File: config.mk
export PLATFORM = sky130hd
export DESIGN_NAME = rice_stream_writer_flat
export DESIGN_NICKNAME = d
export VERILOG_FILES = /design/src/rtl/rice_pkg.sv /design/src/rtl/rice_stream_writer_if.sv /design/src/rtl/rice_fold.sv /design/src/rtl/rice_stream_writer.sv /design/src/flat_wrapper.sv
export SDC_FILE = /design/constraint.sdc
export NUM_CORES = 1
export LEC_CHECK = 0
export BUFFER_PORTS_ARGS = -buffer_cell sky130_fd_sc_hd__buf_2
export CAP_MARGIN = 0
export CORE_ASPECT_RATIO = 0.7
export CORE_MARGIN = 8
export CORE_UTILIZATION = 30
export CTS_BUF_LIST = sky130_fd_sc_hd__clkbuf_4 sky130_fd_sc_hd__clkbuf_8
export DETAILED_ROUTE_END_ITERATION = 8
export GPL_TIMING_DRIVEN = 0
export HOLD_SLACK_MARGIN = 0.15
export PLACE_DENSITY = 0.51
export RECOVER_POWER = 50
export SLEW_MARGIN = 20
export SYNTH_ARGS = -nofsm -noshare
export SYNTH_HDL_FRONTEND = slang
export SYNTH_HIERARCHICAL = 1
export SYNTH_SLANG_ARGS = --single-unit
File: constraint.sdc
create_clock -name iClock -period 5.8 [get_ports iClock]
set_clock_uncertainty 0.15 [all_clocks]
set_input_delay 0.58 -clock iClock [delete_from_list [all_inputs] [get_ports iClock]]
set_output_delay 0.58 -clock iClock [all_outputs]
set_load 0.03 [all_outputs]
File: src/rtl/rice_pkg.sv
// ---------------------------------------------------------------------------
// rice_pkg -- definitions shared by the Rice residual encoder blocks.
//   state_t      : FSM states of rice_stream_writer (ESCW/RAW are only entered
//                  when the escape feature is built in)
//   RICE_PARAM_W : width of a Rice parameter field
//   SAMPLE_W     : width of a residual sample
//   HDR_W        : width of the residual header (coding method + order)
//   RICE_ESCAPE  : parameter value that marks an escaped partition
// ---------------------------------------------------------------------------
package rice_pkg;

   localparam int         RICE_PARAM_W = 4;
   localparam int         SAMPLE_W     = 16;
   localparam int         HDR_W        = 6;
   localparam logic [3:0] RICE_ESCAPE  = 4'hF;

   typedef enum logic [3:0] {
      IDLE  = 4'd0,
      HDR   = 4'd1,
      PWAIT = 4'd2,
      PARAM = 4'd3,
      SWAIT = 4'd4,
      UNARY = 4'd5,
      STOP  = 4'd6,
      LSB   = 4'd7,
      DONE  = 4'd8,
      ESCW  = 4'd9,
      RAW   = 4'd10
   } state_t;

endpackage

File: src/rtl/rice_stream_writer_if.sv
// ---------------------------------------------------------------------------
// rice_stream_writer_if -- streaming channels of rice_stream_writer.
//   Parameter channel : iRiceParam, iParamValid  -> oParamReq
//   Sample channel    : iSample, iSampleValid    -> oSampleReady
//   Bit channel       : oBit, oBitValid          <- iBitReady
// Handshake: on every channel a word moves on the rising clock edge where
// the valid-side and the ready-side (oParamReq for parameters) are both 1;
// a source holds its data stable while valid is 1 and the transfer has
// not yet happened.
// Modports: slave = the writer, master = whoever feeds and drains it.
// ---------------------------------------------------------------------------
interface rice_stream_writer_if;
   import rice_pkg::*;

   logic [RICE_PARAM_W-1:0]    iRiceParam;
   logic                       iParamValid;
   logic                       oParamReq;
   logic signed [SAMPLE_W-1:0] iSample;
   logic                       iSampleValid;
   logic                       oSampleReady;
   logic                       oBit;
   logic                       oBitValid;
   logic                       iBitReady;

   modport slave (
      input  iRiceParam, iParamValid, iSample, iSampleValid, iBitReady,
      output oParamReq, oSampleReady, oBit, oBitValid
   );

   modport master (
      output iRiceParam, iParamValid, iSample, iSampleValid, iBitReady,
      input  oParamReq, oSampleReady, oBit, oBitValid
   );

endinterface

File: src/rtl/rice_fold.sv
// ---------------------------------------------------------------------------
// rice_fold -- combinational zigzag fold of a signed residual onto an
// unsigned code: 0,-1,1,-2,2,... -> 0,1,2,3,4,...
//   iSample : signed residual
//   oFolded : (x << 1) ^ (x >>> (SAMPLE_W-1)), unsigned
// ---------------------------------------------------------------------------
module rice_fold
   import rice_pkg::*;
(
   input  logic signed [SAMPLE_W-1:0] iSample,
   output logic        [SAMPLE_W-1:0] oFolded
);

   assign oFolded = {iSample[SAMPLE_W-2:0], 1'b0} ^ {SAMPLE_W{iSample[SAMPLE_W-1]}};

endmodule

File: src/rtl/rice_stream_writer.sv
// ---------------------------------------------------------------------------
// rice_stream_writer -- serialises one Rice-coded residual block MSB-first.
// Stream: 2'b00, 4-bit partition order, then per partition a 4-bit Rice
// parameter followed by each sample as q zeros, a '1', and k low bits.
//   iClock, iReset  : clock, synchronous active-high reset
//   iStart          : starts a block (taken only in IDLE)
//   iBlockSize      : samples per block, captured on start
//   iPartitionOrder : 1<<order partitions, captured on start
//   iPredictorOrder : warm-up samples missing from partition 0
//   bus             : parameter / sample / bit channels (slave side)
//   oBusy, oDone    : not IDLE / one-cycle end-of-block pulse
//   oState          : current FSM state, for observation
// Build option RICE_ESCAPE_EN: parameter 15 escapes the partition to raw
// 16-bit samples (field 1111, width 10000). Without it 15 saturates to 14.
// ---------------------------------------------------------------------------
module rice_stream_writer
   import rice_pkg::*;
(
   input  logic                  iClock,
   input  logic                  iReset,
   input  logic                  iStart,
   input  logic [15:0]           iBlockSize,
   input  logic [3:0]            iPartitionOrder,
   input  logic [3:0]            iPredictorOrder,
   rice_stream_writer_if.slave   bus,
   output logic                  oBusy,
   output logic                  oDone,
   output state_t                oState
);

   localparam logic [4:0] ESC_WIDTH_WORD = 5'd16;

   state_t                  state_q, state_d;
   logic [3:0]              porder_q, porder_d;
   logic [3:0]              pred_q, pred_d;
   logic [15:0]             bsize_q, bsize_d;
   logic [15:0]             part_idx_q, part_idx_d;
   logic [15:0]             samp_left_q, samp_left_d;
   logic [15:0]             u_q, u_d;          // folded code, or raw sample when escaped
   logic [15:0]             q_q, q_d;          // unary zeros still to send
   logic [RICE_PARAM_W-1:0] k_q, k_d;
   logic                    esc_q, esc_d;
   logic [4:0]              idx_q, idx_d;      // index of the bit being offered

   logic [SAMPLE_W-1:0]     fold_u;
   logic [HDR_W-1:0]        hdr_word;
   logic [15:0]             last_part;
   logic [15:0]             part_len;
   logic [RICE_PARAM_W-1:0] k_in;
   logic                    esc_in;
   logic                    bit_valid, bit_val, xfer;
   logic                    param_req, samp_ready;
   logic                    go_after;
   state_t                  after_state;

   rice_fold u_fold (
      .iSample (bus.iSample),
      .oFolded (fold_u)
   );

   assign hdr_word  = {2'b00, porder_q};
   assign last_part = 16'((17'd1 << porder_q) - 17'd1);
   assign part_len  = bsize_q >> porder_q;

`ifdef RICE_ESCAPE_EN
   assign esc_in = (bus.iRiceParam == RICE_ESCAPE);
   assign k_in   = bus.iRiceParam;
`else
   assign esc_in = 1'b0;
   assign k_in   = (bus.iRiceParam == RICE_ESCAPE) ? 4'd14 : bus.iRiceParam;
`endif

   // Bit currently offered. k_q already holds the field to emit: the
   // escape code when escaped, otherwise the (possibly saturated) k.
   always_comb begin
      bit_valid = 1'b0;
      bit_val   = 1'b0;
      case (state_q)
         HDR:   begin bit_valid = 1'b1; bit_val = hdr_word[idx_q[2:0]];       end
         PARAM: begin bit_valid = 1'b1; bit_val = k_q[idx_q[1:0]];            end
         UNARY: begin bit_valid = 1'b1; bit_val = 1'b0;                       end
         STOP:  begin bit_valid = 1'b1; bit_val = 1'b1;                       end
         LSB:   begin bit_valid = 1'b1; bit_val = u_q[idx_q[3:0]];            end
`ifdef RICE_ESCAPE_EN
         ESCW:  begin bit_valid = 1'b1; bit_val = ESC_WIDTH_WORD[idx_q[2:0]]; end
         RAW:   begin bit_valid = 1'b1; bit_val = u_q[idx_q[3:0]];            end
`endif
         default: ;
      endcase
   end

   assign xfer = bit_valid & bus.iBitReady;

   // Where to go once a sample (or an empty partition's header) is done.
   always_comb begin
      if (samp_left_q != 16'd0)          after_state = SWAIT;
      else if (part_idx_q != last_part)  after_state = PWAIT;
      else                               after_state = DONE;
   end

   always_comb begin
      state_d     = state_q;
      porder_d    = porder_q;
      pred_d      = pred_q;
      bsize_d     = bsize_q;
      part_idx_d  = part_idx_q;
      samp_left_d = samp_left_q;
      u_d         = u_q;
      q_d         = q_q;
      k_d         = k_q;
      esc_d       = esc_q;
      idx_d       = idx_q;
      param_req   = 1'b0;
      samp_ready  = 1'b0;
      go_after    = 1'b0;

      case (state_q)
         IDLE: begin
            if (iStart) begin
               bsize_d    = iBlockSize;
               porder_d   = iPartitionOrder;
               pred_d     = iPredictorOrder;
               part_idx_d = 16'd0;
               idx_d      = 5'(HDR_W - 1);
               state_d    = HDR;
            end
         end
         HDR: begin
            if (xfer) begin
               if (idx_q == 5'd0) state_d = PWAIT;
               else               idx_d   = idx_q - 5'd1;
            end
         end
         PWAIT: begin
            param_req = 1'b1;
            if (bus.iParamValid) begin
               k_d         = k_in;
               esc_d       = esc_in;
               samp_left_d = (part_idx_q == 16'd0) ? part_len - {12'd0, pred_q} : part_len;
               idx_d       = 5'(RICE_PARAM_W - 1);
               state_d     = PARAM;
            end
         end
         PARAM: begin
            if (xfer) begin
               if (idx_q != 5'd0) idx_d = idx_q - 5'd1;
               else if (esc_q) begin
                  idx_d   = 5'd4;
                  state_d = ESCW;
               end
               else go_after = 1'b1;
            end
         end
         SWAIT: begin
            samp_ready = 1'b1;
            if (bus.iSampleValid) begin
               samp_left_d = samp_left_q - 16'd1;
               if (esc_q) begin
                  u_d     = bus.iSample;
                  idx_d   = 5'd15;
                  state_d = RAW;
               end
               else begin
                  u_d     = fold_u;
                  q_d     = fold_u >> k_q;
                  state_d = ((fold_u >> k_q) != 16'd0) ? UNARY : STOP;
               end
            end
         end
         UNARY: begin
            if (xfer) begin
               q_d = q_q - 16'd1;
               if (q_q == 16'd1) state_d = STOP;
            end
         end
         STOP: begin
            if (xfer) begin
               if (k_q != 4'd0) begin
                  idx_d   = {1'b0, k_q - 4'd1};
                  state_d = LSB;
               end
               else go_after = 1'b1;
            end
         end
`ifdef RICE_ESCAPE_EN
         LSB, ESCW, RAW: begin
`else
         LSB: begin
`endif
            if (xfer) begin
               if (idx_q == 5'd0) go_after = 1'b1;
               else               idx_d    = idx_q - 5'd1;
            end
         end
         DONE: state_d = IDLE;
         default: state_d = IDLE;
      endcase

      if (go_after) begin
         state_d = after_state;
         if (after_state == PWAIT) part_idx_d = part_idx_q + 16'd1;
      end
   end

   always_ff @(posedge iClock) begin
      if (iReset) begin
         state_q     <= IDLE;
         porder_q    <= '0;
         pred_q      <= '0;
         bsize_q     <= '0;
         part_idx_q  <= '0;
         samp_left_q <= '0;
         u_q         <= '0;
         q_q         <= '0;
         k_q         <= '0;
         esc_q       <= 1'b0;
         idx_q       <= '0;
      end
      else begin
         state_q     <= state_d;
         porder_q    <= porder_d;
         pred_q      <= pred_d;
         bsize_q     <= bsize_d;
         part_idx_q  <= part_idx_d;
         samp_left_q <= samp_left_d;
         u_q         <= u_d;
         q_q         <= q_d;
         k_q         <= k_d;
         esc_q       <= esc_d;
         idx_q       <= idx_d;
      end
   end

   assign bus.oBit         = bit_val;
   assign bus.oBitValid    = bit_valid;
   assign bus.oParamReq    = param_req;
   assign bus.oSampleReady = samp_ready;
   assign oBusy            = (state_q != IDLE);
   assign oDone            = (state_q == DONE);
   assign oState           = state_q;

endmodule

File: src/flat_wrapper.sv
// flat-port wrapper written by rule: the top's interface ports become plain ports
module rice_stream_writer_flat import rice_pkg::*;
  (iClock, iReset, iStart, iBlockSize, iPartitionOrder, iPredictorOrder, oBusy, oDone, oState, bus_iRiceParam, bus_iParamValid, bus_iSample, bus_iSampleValid, bus_iBitReady, bus_oParamReq, bus_oSampleReady, bus_oBit, bus_oBitValid);
  rice_stream_writer_if bus_i ();
  input  logic iClock;
  input  logic iReset;
  input  logic iStart;
  input  logic [15:0] iBlockSize;
  input  logic [3:0] iPartitionOrder;
  input  logic [3:0] iPredictorOrder;
  output logic oBusy;
  output logic oDone;
  output state_t oState;
  input wire logic [$bits(bus_i.iRiceParam)-1:0] bus_iRiceParam;
  input wire logic [$bits(bus_i.iParamValid)-1:0] bus_iParamValid;
  input wire logic [$bits(bus_i.iSample)-1:0] bus_iSample;
  input wire logic [$bits(bus_i.iSampleValid)-1:0] bus_iSampleValid;
  input wire logic [$bits(bus_i.iBitReady)-1:0] bus_iBitReady;
  output wire logic [$bits(bus_i.oParamReq)-1:0] bus_oParamReq;
  output wire logic [$bits(bus_i.oSampleReady)-1:0] bus_oSampleReady;
  output wire logic [$bits(bus_i.oBit)-1:0] bus_oBit;
  output wire logic [$bits(bus_i.oBitValid)-1:0] bus_oBitValid;
  assign bus_i.iRiceParam = bus_iRiceParam;
  assign bus_i.iParamValid = bus_iParamValid;
  assign bus_i.iSample = bus_iSample;
  assign bus_i.iSampleValid = bus_iSampleValid;
  assign bus_i.iBitReady = bus_iBitReady;
  assign bus_oParamReq = bus_i.oParamReq;
  assign bus_oSampleReady = bus_i.oSampleReady;
  assign bus_oBit = bus_i.oBit;
  assign bus_oBitValid = bus_i.oBitValid;
  rice_stream_writer u_core (.iClock(iClock), .iReset(iReset), .iStart(iStart), .iBlockSize(iBlockSize), .iPartitionOrder(iPartitionOrder), .iPredictorOrder(iPredictorOrder), .bus(bus_i), .oBusy(oBusy), .oDone(oDone), .oState(oState));
endmodule
# After elaboration in Yosys (flattened, before gate mapping)
# Index checks and enable logic that the tools add are counted.
# classes
addsub	7
mul	0
div_mod_pow	0
n_lt_le_gt_ge	3
n_eq_ne	35
shift	3
mux	52
n_bitwise	3
reduce_logical	21
# ops
cell	count
2-to-1 mux 16 bit	9
one-hot mux 16 bit (2 select lines)	2
2-to-1 mux 4 bit	13
subtractor 16 x 1 -> 16 bit (second input constant)	3
2-to-1 mux 5 bit	8
nonzero test 16 bit	2
>> shifter 16 x 4 -> 16 bit	2
one-hot mux 4 bit (7 select lines)	1
one-hot mux 5 bit (5 select lines)	1
!= test 3 x 1 -> 1 bit (second input constant)	7
adder 16 x 1 -> 16 bit (second input constant)	1
equality test 16 x 1 -> 1 bit (second input constant)	1
equality test 4 x 3 -> 1 bit (second input constant)	4
logical NOT 16 bit	1
!= test 16 bit	1
!= test 2 x 1 -> 1 bit (second input constant)	8
left shift 1 x 4 -> 16 bit (first input constant)	1
subtractor 16 x 4 -> 16 bit	1
bitwise XOR 16 bit	1
AND reduction 13 bit	1
equality test 4 x 2 -> 1 bit (second input constant)	3
2-to-1 mux 1 bit	12
!= test 3 x 2 -> 1 bit (second input constant)	4
AND reduction 11 bit	1
other kinds (26)	36
# totals
ff_bits	101
latch_bits	0
ram_bits	0
romBits	0
in_bits	50
out_inout_bits	10
elab_cells	134
memories	0

# Longest topological paths before layout
# Gate-level depths: netlist of run 1.
# depth
ltp_word	8
mapped_depth	19
ltp_nobuf	13

# Hierarchy
# The synthesis of run 1 kept the hierarchy.
# modules_own_cells
mod	instances	cells_per_inst	area_per_inst_um2	seq_area_each_um2
rice_stream_writer	1	1048	7872.6	2021.9
rice_fold	1	18	170.2	0.0

# Worst setup path after synthesis of run 1
# Ideal clock, no wire load.
# synth_timing
path_type	register to register
startpoint	register u_core.porder_q[1]
endpoint	register u_core.part_idx_q[10]
setup_ns	0.070
arrival_ns	3.808
t_required_ns	5.580
setup_slack_ns	1.772
path_stages_with_launch	19
n_path_buf	8
synth_period_minus_slack_ns	4.028
cell_sequence	dfxtp_1 buf_4 buf_4 buf_2 buf_2 buf_4 nor3_1 nand2_1 ha_1 clkbuf_1 nand2_1 a21oi_1 or3_1 a211oi_1 a41o_1 clkbuf_1 clkbuf_1 o211ai_1 a21oi_1
# synth_between
elab_chain_cells	8
# synth_lines
element	line_no	text
start, declared	rice_stream_writer.sv:34	logic [3:0] porder_q, porder_d;
start signal, assigned	rice_stream_writer.sv:221	porder_q <= porder_d;
left shift 1 x 4 -> 16 bit	rice_stream_writer.sv:62	assign last_part = 16'((17'd1 << porder_q) - 17'd1);
subtractor 16 x 1 -> 16 bit	rice_stream_writer.sv:62	
!= test 16 bit	rice_stream_writer.sv:97	else if (part_idx_q != last_part) after_state = PWAIT;
2-to-1 mux 4 bit	rice_stream_writer.sv:97	
2-to-1 mux 4 bit	rice_stream_writer.sv:96	if (samp_left_q != 16'd0) after_state = SWAIT;
equality test 4 x 2 -> 1 bit	rice_stream_writer.sv:201	if (after_state == PWAIT) part_idx_d = part_idx_q + 16'd1;
2-to-1 mux 16 bit	rice_stream_writer.sv:201	
2-to-1 mux 16 bit	rice_stream_writer.sv:199	if (go_after) begin
end signal, assigned	rice_stream_writer.sv:224	part_idx_q <= part_idx_d;
end, declared	rice_stream_writer.sv:37	logic [15:0] part_idx_q, part_idx_d;
# No other way between the ends.
# A chain may end at the register's enable or synchronous reset.

# Final worst setup path of run 1
# layout_timing
startpoint	register u_core.porder_q[2]
endpoint	register u_core.part_idx_q[8]
# Same word-level chain as after synthesis.

==> impl_metrics.ini, run 1 <==
[run_status]
status = complete, no violations

[route]
drtPass1Iterations = 5
drt_iter0_drc = 860
totalWireLength_um = 28700
route.detailed.drc = 0
post_drt_wl_per_cell_um = 19.1
ant_nets = 0
viasPerCell = 5.69
num_vias = 8539

[yosys]
synth_area_leaders = dfxtp_1 (25%), nand2_1 (7.5%), mux4_2 (7.0%)
syn_area_um2 = 8040
synth_area_leader_cell = dfxtp_1
syn_nets = 1131
synthTopCellsByCount = nand2_1 (160), a21oi_1 (111), dfxtp_1 (101)
synthArstFlopShare = 0
synth-edff-count = 0
synth_ff_type = dfxtp_1
synthMostInstantiatedCell = nand2_1
synth_seq_cells = 101
yosysTopAreaCellShare = 0.251
syn_inst = 1066
synth_cell_type_count = 77
syn_avg_cell_area_um2 = 7.54
ys_seq_area_frac = 0.251
yosysWarningCount = 6

[cts]
cts_root_buf = clkbuf_8
cts_resized = 0
postCtsSetupBuffers = 0
clk_latency_ps = 410
clock-sinks = 101
path_clk_slew_ps = 130
cts_buffer_depth = 2
cts_hold_buffers = 0
cts_made_buffers = 9
h-tree-depth = 3
cts_tree = yes

[grt]
antenna_found_initial = 1
grt_max_degree = 21
grt_pass1_wl_um = 45000
grt_pass1_vias = 7701
grt_overflow = 0
grt_util_all_layers = 0.173

[power_and_ir_drop]
ir_worst_vdd_uv = 116
p_per_area_nw_per_um2 = 282
leakage_nw = 3.09

[timing]
fin_tns_setup_ps = 0
fin_crit_ps = 5370
drv_slew = 0
rsz0062_at_grt = false
setup_ws_ps = 430
worstMarginPinSlew_ps = 893
finalCritPeriodShare = 0.926
whs_ps = 239
relSlewSlack = 0.396
clock.fmax_ghz = 0.186
hold_viol = 0
setup-violations-final = 0

[finish]
fin_util = 0.338
diodes = 0
area_growth_pct = 11.4
n_fill_cell = 2930
fin_nets = 1198
drive_gt1_frac = 0.116

[die]
ioPinCount = 60
rows = 50
core_area_um2 = 26500
die_w_um = 212
start_util = 0.303
die-height_um = 153
die_area_um2 = 32400

[placed_design]
gp_congestion = 0.923
io_buffers = 56
dp_hpwl_um = 22100
place_ws_ps = 668

[job]
drv_cap = 0

[setup_path]
cp.arrival_ps = 5550
worstSetupPathType = flip-flop to flip-flop
worstPathRequired_ps = 5980
start_kind = flip-flop
critPathMaxFanout = 10
rr_worst_depth = 17
crit_path_end_kind = flip-flop

[hold_path]
worstHoldPathType = primary input to flip-flop
whs_path_depth = 3
==> cell families after synthesis <==
family / Yosys count / share of synthesized area
compound gates: 301 / 0.236
xor+xnor: 37 / 0.0403
fa+ha+maj: 15 / 0.0243
buf+inv: 114 / 0.0607
flops: 101 / 0.251
mux: 67 / 0.125
simple gates: 431 / 0.262
==> sequential cells by signal, indices dropped and copies added, names as in the netlist <==
register            flops
u_core/bsize_q         16
u_core/idx_q            5
u_core/k_q              4
u_core/oState           4
u_core/part_idx_q      16
u_core/porder_q         4
u_core/pred_q           4
u_core/q_q             16
u_core/samp_left_q     16
u_core/u_q             16
==> worst max-delay path, cell delays in order, from the launching register on <==
cell and delay (ps):
dfxtp_1 460, buf_2 300, buf_2 310, buf_2 280, clkbuf_1 510, nor3_1 240, nand2_1 130, ha_1 160
clkbuf_1 360, nor3b_1 370, xnor2_1 170, a32oi_1 100, a21oi_1 240, a41o_1 320, clkbuf_1 350, clkbuf_1 480
o211ai_1 180, a21oi_1 160
==> area by class of cell <==
cell class                      instances  area, µm²  area share
Tap cell                              364        455      0.0508
Sequential cell                       101       2020       0.226
Clock inverter                          7       70.1     0.00782
Timing Repair Buffer                   56        272      0.0303
Clock buffer                            9        124      0.0138
Multi-Input combinational cell        851       5530       0.617
Buffer                                 86        382      0.0426
Inverter                               28        105      0.0117
==> power by group <==
group | switching (mW) | total [mW] | leakage, nW | internal, mW
Combinational | 0.774 | 1.25 | 2.18 | 0.475
Clock | 0.310 | 0.479 | 0.0959 | 0.169
Sequential | 0.0571 | 0.797 | 0.818 | 0.740
==> metal layers <==
metal,vias up,global-route usage,share of wire
met5,-,0,0.00045
met4,2,0.0363,0.015
met3,25,0.0468,0.082
met2,317,0.229,0.39
met1,4122,0.267,0.51
li1,4073,-,-
==> cells in the final DEF, fill, tap and decap left out, types with 7 or more instances in the layout <==
cell type / synthesis / routed
nor2_1: 79 / 79
buf_2: 11 / 59
and3_1: 14 / 14
a31oi_1: 9 / 9
clkbuf_8: 0 / 9
nor3_1: 37 / 37
nor2b_1: 20 / 20
a22oi_1: 17 / 17
nor4_1: 10 / 10
mux4_2: 25 / 25
nand3b_1: 7 / 7
mux2i_1: 27 / 27
ha_1: 14 / 14
nand4_1: 13 / 13
or3_1: 22 / 22
dfxtp_1: 101 / 101
mux2_2: 15 / 14
xor2_1: 25 / 25
xnor2_1: 12 / 12
inv_1: 26 / 26
o22ai_1: 13 / 13
a221oi_1: 10 / 10
nand3_1: 26 / 26
or4_1: 7 / 7
a211oi_1: 20 / 20
nand2_1: 160 / 160
a21oi_1: 111 / 111
clkbuf_1: 61 / 70
o211ai_1: 15 / 15
o21ai_0: 49 / 49
==> metrics by stage <==
stage / instances / instance area [µm²] / total power, mW
after floorplan: 1066 / 8040 / 1.70
after global placement: 1486 / 8780 / 2.03
after detailed placement: 1486 / 8780 / 2.04
after CTS: 1502 / 8970 / 2.53
after global routing: 1502 / 8960 / 2.71
final: 1502 / 8960 / 2.52
==> worst paths after layout <==
path                                         start              endpoint  slack, ps
worst min-delay path                 iBlockSize[3]     u_core/bsize_q[3]        240
worst min register to register       u_core/u_q[9]         u_core/u_q[9]        310
worst max-delay path            u_core/porder_q[2]  u_core/part_idx_q[8]        430
worst max register to register  u_core/porder_q[2]  u_core/part_idx_q[8]        430
Power figures use the tool's default switching activity.
==> inputs of run 2 (changes only) <==
--- a/config.mk
+++ b/config.mk
@@ -10,7 +10,7 @@
 export CORE_ASPECT_RATIO = 0.7
 export CORE_MARGIN = 8
 export CORE_UTILIZATION = 30
-export CTS_BUF_LIST = sky130_fd_sc_hd__clkbuf_4 sky130_fd_sc_hd__clkbuf_8
+export CTS_BUF_LIST = sky130_fd_sc_hd__clkbuf_16
 export DETAILED_ROUTE_END_ITERATION = 8
 export GPL_TIMING_DRIVEN = 0
 export HOLD_SLACK_MARGIN = 0.15
==> impl_metrics.ini, run 2 (same netlist as run 1, synthesis figures left out) <==
[run_status]
status = complete, no violations

[setup_path]
cp.buffers_inverters = 7
r2r_slack_ps = 390
worstSetupPathType = flip-flop to flip-flop
cp.arrival_ps = 5550
cp_slowest_cell = clkbuf_1
reg2reg_from = u_core/porder_q[2]
cpPeakStageDelay_ps = 520
critical_path.most_common_cell = clkbuf_1
crit_path_cell_trace = buf_2, buf_2, buf_2, clkbuf_1, nor3_1, nand2_1, ha_1, clkbuf_1, nor3b_1, xnor2_1, a32oi_1, a21oi_1, a41o_1, clkbuf_1, clkbuf_1, o211ai_1, a21oi_1
critPathTopFamily = buffers and inverters
crit_path_end_kind = flip-flop
rr_worst_depth = 17
worstPathRequired_ps = 5940
start_kind = flip-flop
rr_endpoint = u_core/part_idx_q[8]
critPathMaxFanout = 10

[placed_design]
dp_hpwl_um = 22100
place_area_um2 = 8780
io_buffers = 56
gp_congestion = 0.923

[hold_path]
worstHoldPathType = primary input to flip-flop
min-delay-start = iBlockSize[3]
whs_path_depth = 3
holdPathEnd = u_core/bsize_q[3]

[finish]
drive_gt1_frac = 0.116
n_fill_cell = 2918
diodes = 0
multi_input_area_um2 = 5530
seq_area_um2 = 2020
fin_nets = 1198
final_cell_area_um2 = 9060
area_growth_pct = 12.7
final_cell_mix = nand2_1 (160), a21oi_1 (111), dfxtp_1 (101)
final_common_cell = nand2_1

[cts]
cts_hold_buffers = 0
cts_buffer_depth = 2
postCtsSetupBuffers = 0
path_clk_slew_ps = 80
clk_latency_ps = 370
cts_root_buf = clkbuf_16
clock-sinks = 101
cts_tree = yes
cts_made_buffers = 9
cts_resized = 0
h-tree-depth = 3

[grt]
grtUsageMet3 = 0.0445
grt.busiest_layer = met1
grt_pass1_vias = 7695
grt_max_degree = 21
antenna_found_initial = 1
grt_util_all_layers = 0.173
grt_overflow = 0
grt_pass1_wl_um = 45100
use_met1 = 0.268
met2_usage = 0.229

[route]
ant_nets = 0
post_drt_wl_per_cell_um = 19.2
viasPerCell = 5.69
drt_iter0_drc = 858
route.detailed.drc = 0
num_vias = 8543
totalWireLength_um = 28800
drtPass1Iterations = 6

[timing]
drv_slew = 0
rsz0062_at_grt = false
worstMarginPinSlew_ps = 868
clock.fmax_ghz = 0.185
relSlewSlack = 0.421
hold_viol = 0
fin_crit_ps = 5410
fin_tns_setup_ps = 0
finalCritPeriodShare = 0.932
setup-violations-final = 0

[die]
ioPinCount = 60
rows = 50
start_util = 0.303
die-height_um = 153
die_w_um = 212
die_area_um2 = 32400
core_area_um2 = 26500

[power_and_ir_drop]
p_per_area_nw_per_um2 = 296
leakage_nw = 3.14
ir_worst_vdd_uv = 136

[job]
drv_cap = 0
==> run 2: cell count changes in the layout (fill, tap and decap cells not counted) <==
cell,previous run,this run
clkbuf_16,0,9
clkbuf_8,9,0
==> run 2: where the power goes <==
group          internal [mW]  total, mW  switching (mW)
logic                  0.475       1.25           0.777
registers              0.739      0.797          0.0577
clock network          0.305      0.634           0.329
total                   1.52       2.68            1.16
==> run 2: metrics by stage <==
step                      hold slack, ps  power [mW]  std cells  worst slack (ps)  utilization
after detailed placement             296        2.04       1486               668        0.331
after global placement               291        2.03       1486               601        0.331
final                                291        2.68       1502               394        0.342
after CTS                            271        2.69       1502               605        0.342
after floorplan                      283        1.70       1066              1770            -
after global routing                 286        2.86       1502              41.9        0.342
==> run 2: how the worst max path moves through the flow <==
stage / from / to / slack [ps] / cells after the start
final: u_core/porder_q[2] / u_core/part_idx_q[8] / 390 / 17
after floorplan: u_core/porder_q[1] / u_core/part_idx_q[10] / 1770 / 18
after CTS: u_core/porder_q[2] / u_core/part_idx_q[8] / 600 / 17
after global placement: u_core/porder_q[2] / u_core/part_idx_q[10] / 600 / 17
after global routing: u_core/porder_q[2] / u_core/part_idx_q[9] / 40 / 17
after detailed placement: u_core/porder_q[2] / u_core/part_idx_q[8] / 670 / 17
==> run 2: worst min-delay path: stages <==
cell	delay (ps)
buf_2	100
nand2_1	40
a21oi_1	50
==> run 2: layout make-up <==
| class | count | area share |
|---|---|---|
| Tap cell | 364 | 0.0502 |
| Clock inverter | 7 | 0.00773 |
| Multi-Input combinational cell | 851 | 0.610 |
| Inverter | 28 | 0.0116 |
| Clock buffer | 9 | 0.0248 |
| Sequential cell | 101 | 0.223 |
| Timing Repair Buffer | 56 | 0.0300 |
| Buffer | 86 | 0.0421 |
==> run 2: layer usage <==
metal / vias to the layer above / wire length [µm]
met3: 27 / 2310
met2: 330 / 11200
met5: - / 13
met1: 4112 / 14800
met4: 2 / 448
li1: 4072 / -
==> inputs of run 3 (changes only) <==
--- a/config.mk
+++ b/config.mk
@@ -5,8 +5,10 @@
 export SDC_FILE = /design/constraint.sdc
 export NUM_CORES = 1
 export LEC_CHECK = 0
-export BUFFER_PORTS_ARGS = -buffer_cell sky130_fd_sc_hd__buf_2
+export BUFFER_PORTS_ARGS = -buffer_cell sky130_fd_sc_hd__buf_4
 export CAP_MARGIN = 0
+export CELL_PAD_IN_SITES_DETAIL_PLACEMENT = 0
+export CELL_PAD_IN_SITES_GLOBAL_PLACEMENT = 2
 export CORE_ASPECT_RATIO = 0.7
 export CORE_MARGIN = 8
 export CORE_UTILIZATION = 30
@@ -14,7 +16,7 @@
 export DETAILED_ROUTE_END_ITERATION = 8
 export GPL_TIMING_DRIVEN = 0
 export HOLD_SLACK_MARGIN = 0.15
-export PLACE_DENSITY = 0.51
+export PLACE_DENSITY = 0.74
 export RECOVER_POWER = 50
 export SLEW_MARGIN = 20
 export SYNTH_ARGS = -nofsm -noshare
==> impl_metrics.ini, run 3 (same netlist as run 1, synthesis figures left out) <==
[timing]
fin_tns_setup_ps = 0
rsz0062_at_grt = false
fin_crit_ps = 5360
finalCritPeriodShare = 0.925
clock.fmax_ghz = 0.186
relSlewSlack = 0.368
hold_viol = 0
drv_slew = 0
setup-violations-final = 0
setup_ws_ps = 436
whs_ps = 305
worstMarginPinSlew_ps = 947

[finish]
final_cell_area_um2 = 9240
fin_nets = 1198
n_fill_cell = 2910
drive_gt1_frac = 0.117
final_cells = 1502
area_growth_pct = 14.9
fin_util = 0.348
final_common_cell = nand2_1
seq_area_um2 = 2020
final_cell_mix = nand2_1 (160), a21oi_1 (111), dfxtp_1 (101)
diodes = 0
multi_input_area_um2 = 5530

[power_and_ir_drop]
p_per_area_nw_per_um2 = 304
pwr-share-seq = 0.283
ir_worst_vdd_uv = 156
leakage_nw = 3.20
pwr-share-comb = 0.456
p_switching_mw = 1.16
clkPwrFrac = 0.261
p_sw_frac = 0.413
p_total_mw = 2.81
internal-power_mw = 1.65

[route]
post_drt_wl_per_cell_um = 20.4
viasPerCell = 5.65
drt_iter0_drc = 767
drtPass1Iterations = 7
num_vias = 8493
route.detailed.drc = 0
totalWireLength_um = 30600
ant_nets = 0

[die]
ioPinCount = 60
core_area_um2 = 26500
die-height_um = 153
start_util = 0.303
die_w_um = 212
die_area_um2 = 32400
rows = 50

[grt]
grt_overflow = 0
grt_pass1_wl_um = 47700
grt_pass1_vias = 7923
grt_max_degree = 18
grt_util_all_layers = 0.187
antenna_found_initial = 1

[cts]
cts_tree = yes
clk_latency_ps = 370
path_clk_slew_ps = 80
h-tree-depth = 3
cts_hold_buffers = 0
postCtsSetupBuffers = 0
cts_resized = 0
cts_made_buffers = 9
cts_root_buf = clkbuf_16
cts_buffer_depth = 2
clock-sinks = 101

[placed_design]
placedCellCount = 1486
dp_hpwl_um = 23700
place_ws_ps = 603
io_buffers = 56
gp_congestion = 0.862
place_area_um2 = 8920

[setup_path]
crit_path_end_kind = flip-flop
critPathMaxFanout = 10
critPathCapture = u_core/part_idx_q[14]
worstPathRequired_ps = 5940
r2r_slack_ps = 440
cp.arrival_ps = 5510
critPathLaunch = u_core/porder_q[1]
reg2reg_from = u_core/porder_q[1]
start_kind = flip-flop
rr_worst_depth = 18
rr_endpoint = u_core/part_idx_q[14]
worstSetupPathType = flip-flop to flip-flop

[hold_path]
whs_path_depth = 2
worstHoldPathType = flip-flop to flip-flop

[run_status]
status = complete, no violations

[job]
drv_cap = 0
[run 3: area by class of cell]
class / instances / area share
inverter: 28 / 0.0114
multi-input combinational: 851 / 0.599
clock inverter: 7 / 0.0131
clock buffer: 9 / 0.0244
timing repair buffer: 56 / 0.0427
tap: 364 / 0.0493
sequential: 101 / 0.219
buffer: 86 / 0.0413
[run 3: power groups by stage]
| stage | clock network [mW] | logic (mW) | registers (mW) |
|---|---|---|---|
| final | 0.734 | 1.28 | 0.796 |
| after global routing | 0.783 | 1.40 | 0.803 |
| after CTS | 0.754 | 1.27 | 0.794 |
| after detailed placement | 0 | 1.27 | 0.811 |
| after global placement | 0 | 1.27 | 0.810 |
| after floorplan | 0 | 0.907 | 0.797 |
[run 3: critical path: stages, from the launching register on]
cell and delay (ps):
dfxtp_1 390, buf_4 220, buf_4 200, buf_2 230, buf_2 240, buf_4 220, nor3_1 540, nand2_1 160
ha_1 230, clkbuf_1 230, nand2_1 130, a21oi_1 70, or3_1 350, a211oi_1 360, a41o_1 370, clkbuf_1 360
clkbuf_1 490, o211ai_1 170, a21oi_1 160
[run 3: per-layer routing]
metal  GRT usage  part of all wire  wire [µm]
met5           0           0.00042         13
met4      0.0452             0.015        466
met3      0.0355             0.067       2040
met2       0.246              0.39      11900
met1       0.298              0.53      16200
[run 3: worst min-delay path by stage]
stage	slack (ps)	to	start
floorplan	280	u_core/u_q[12]	u_core/u_q[12]
global placement	290	u_core/u_q[13]	u_core/u_q[13]
detailed placement	300	u_core/u_q[14]	u_core/u_q[14]
CTS	300	u_core/bsize_q[6]	iBlockSize[6]
global route	300	u_core/porder_q[1]	iPartitionOrder[1]
finish	300	u_core/u_q[10]	u_core/u_q[10]
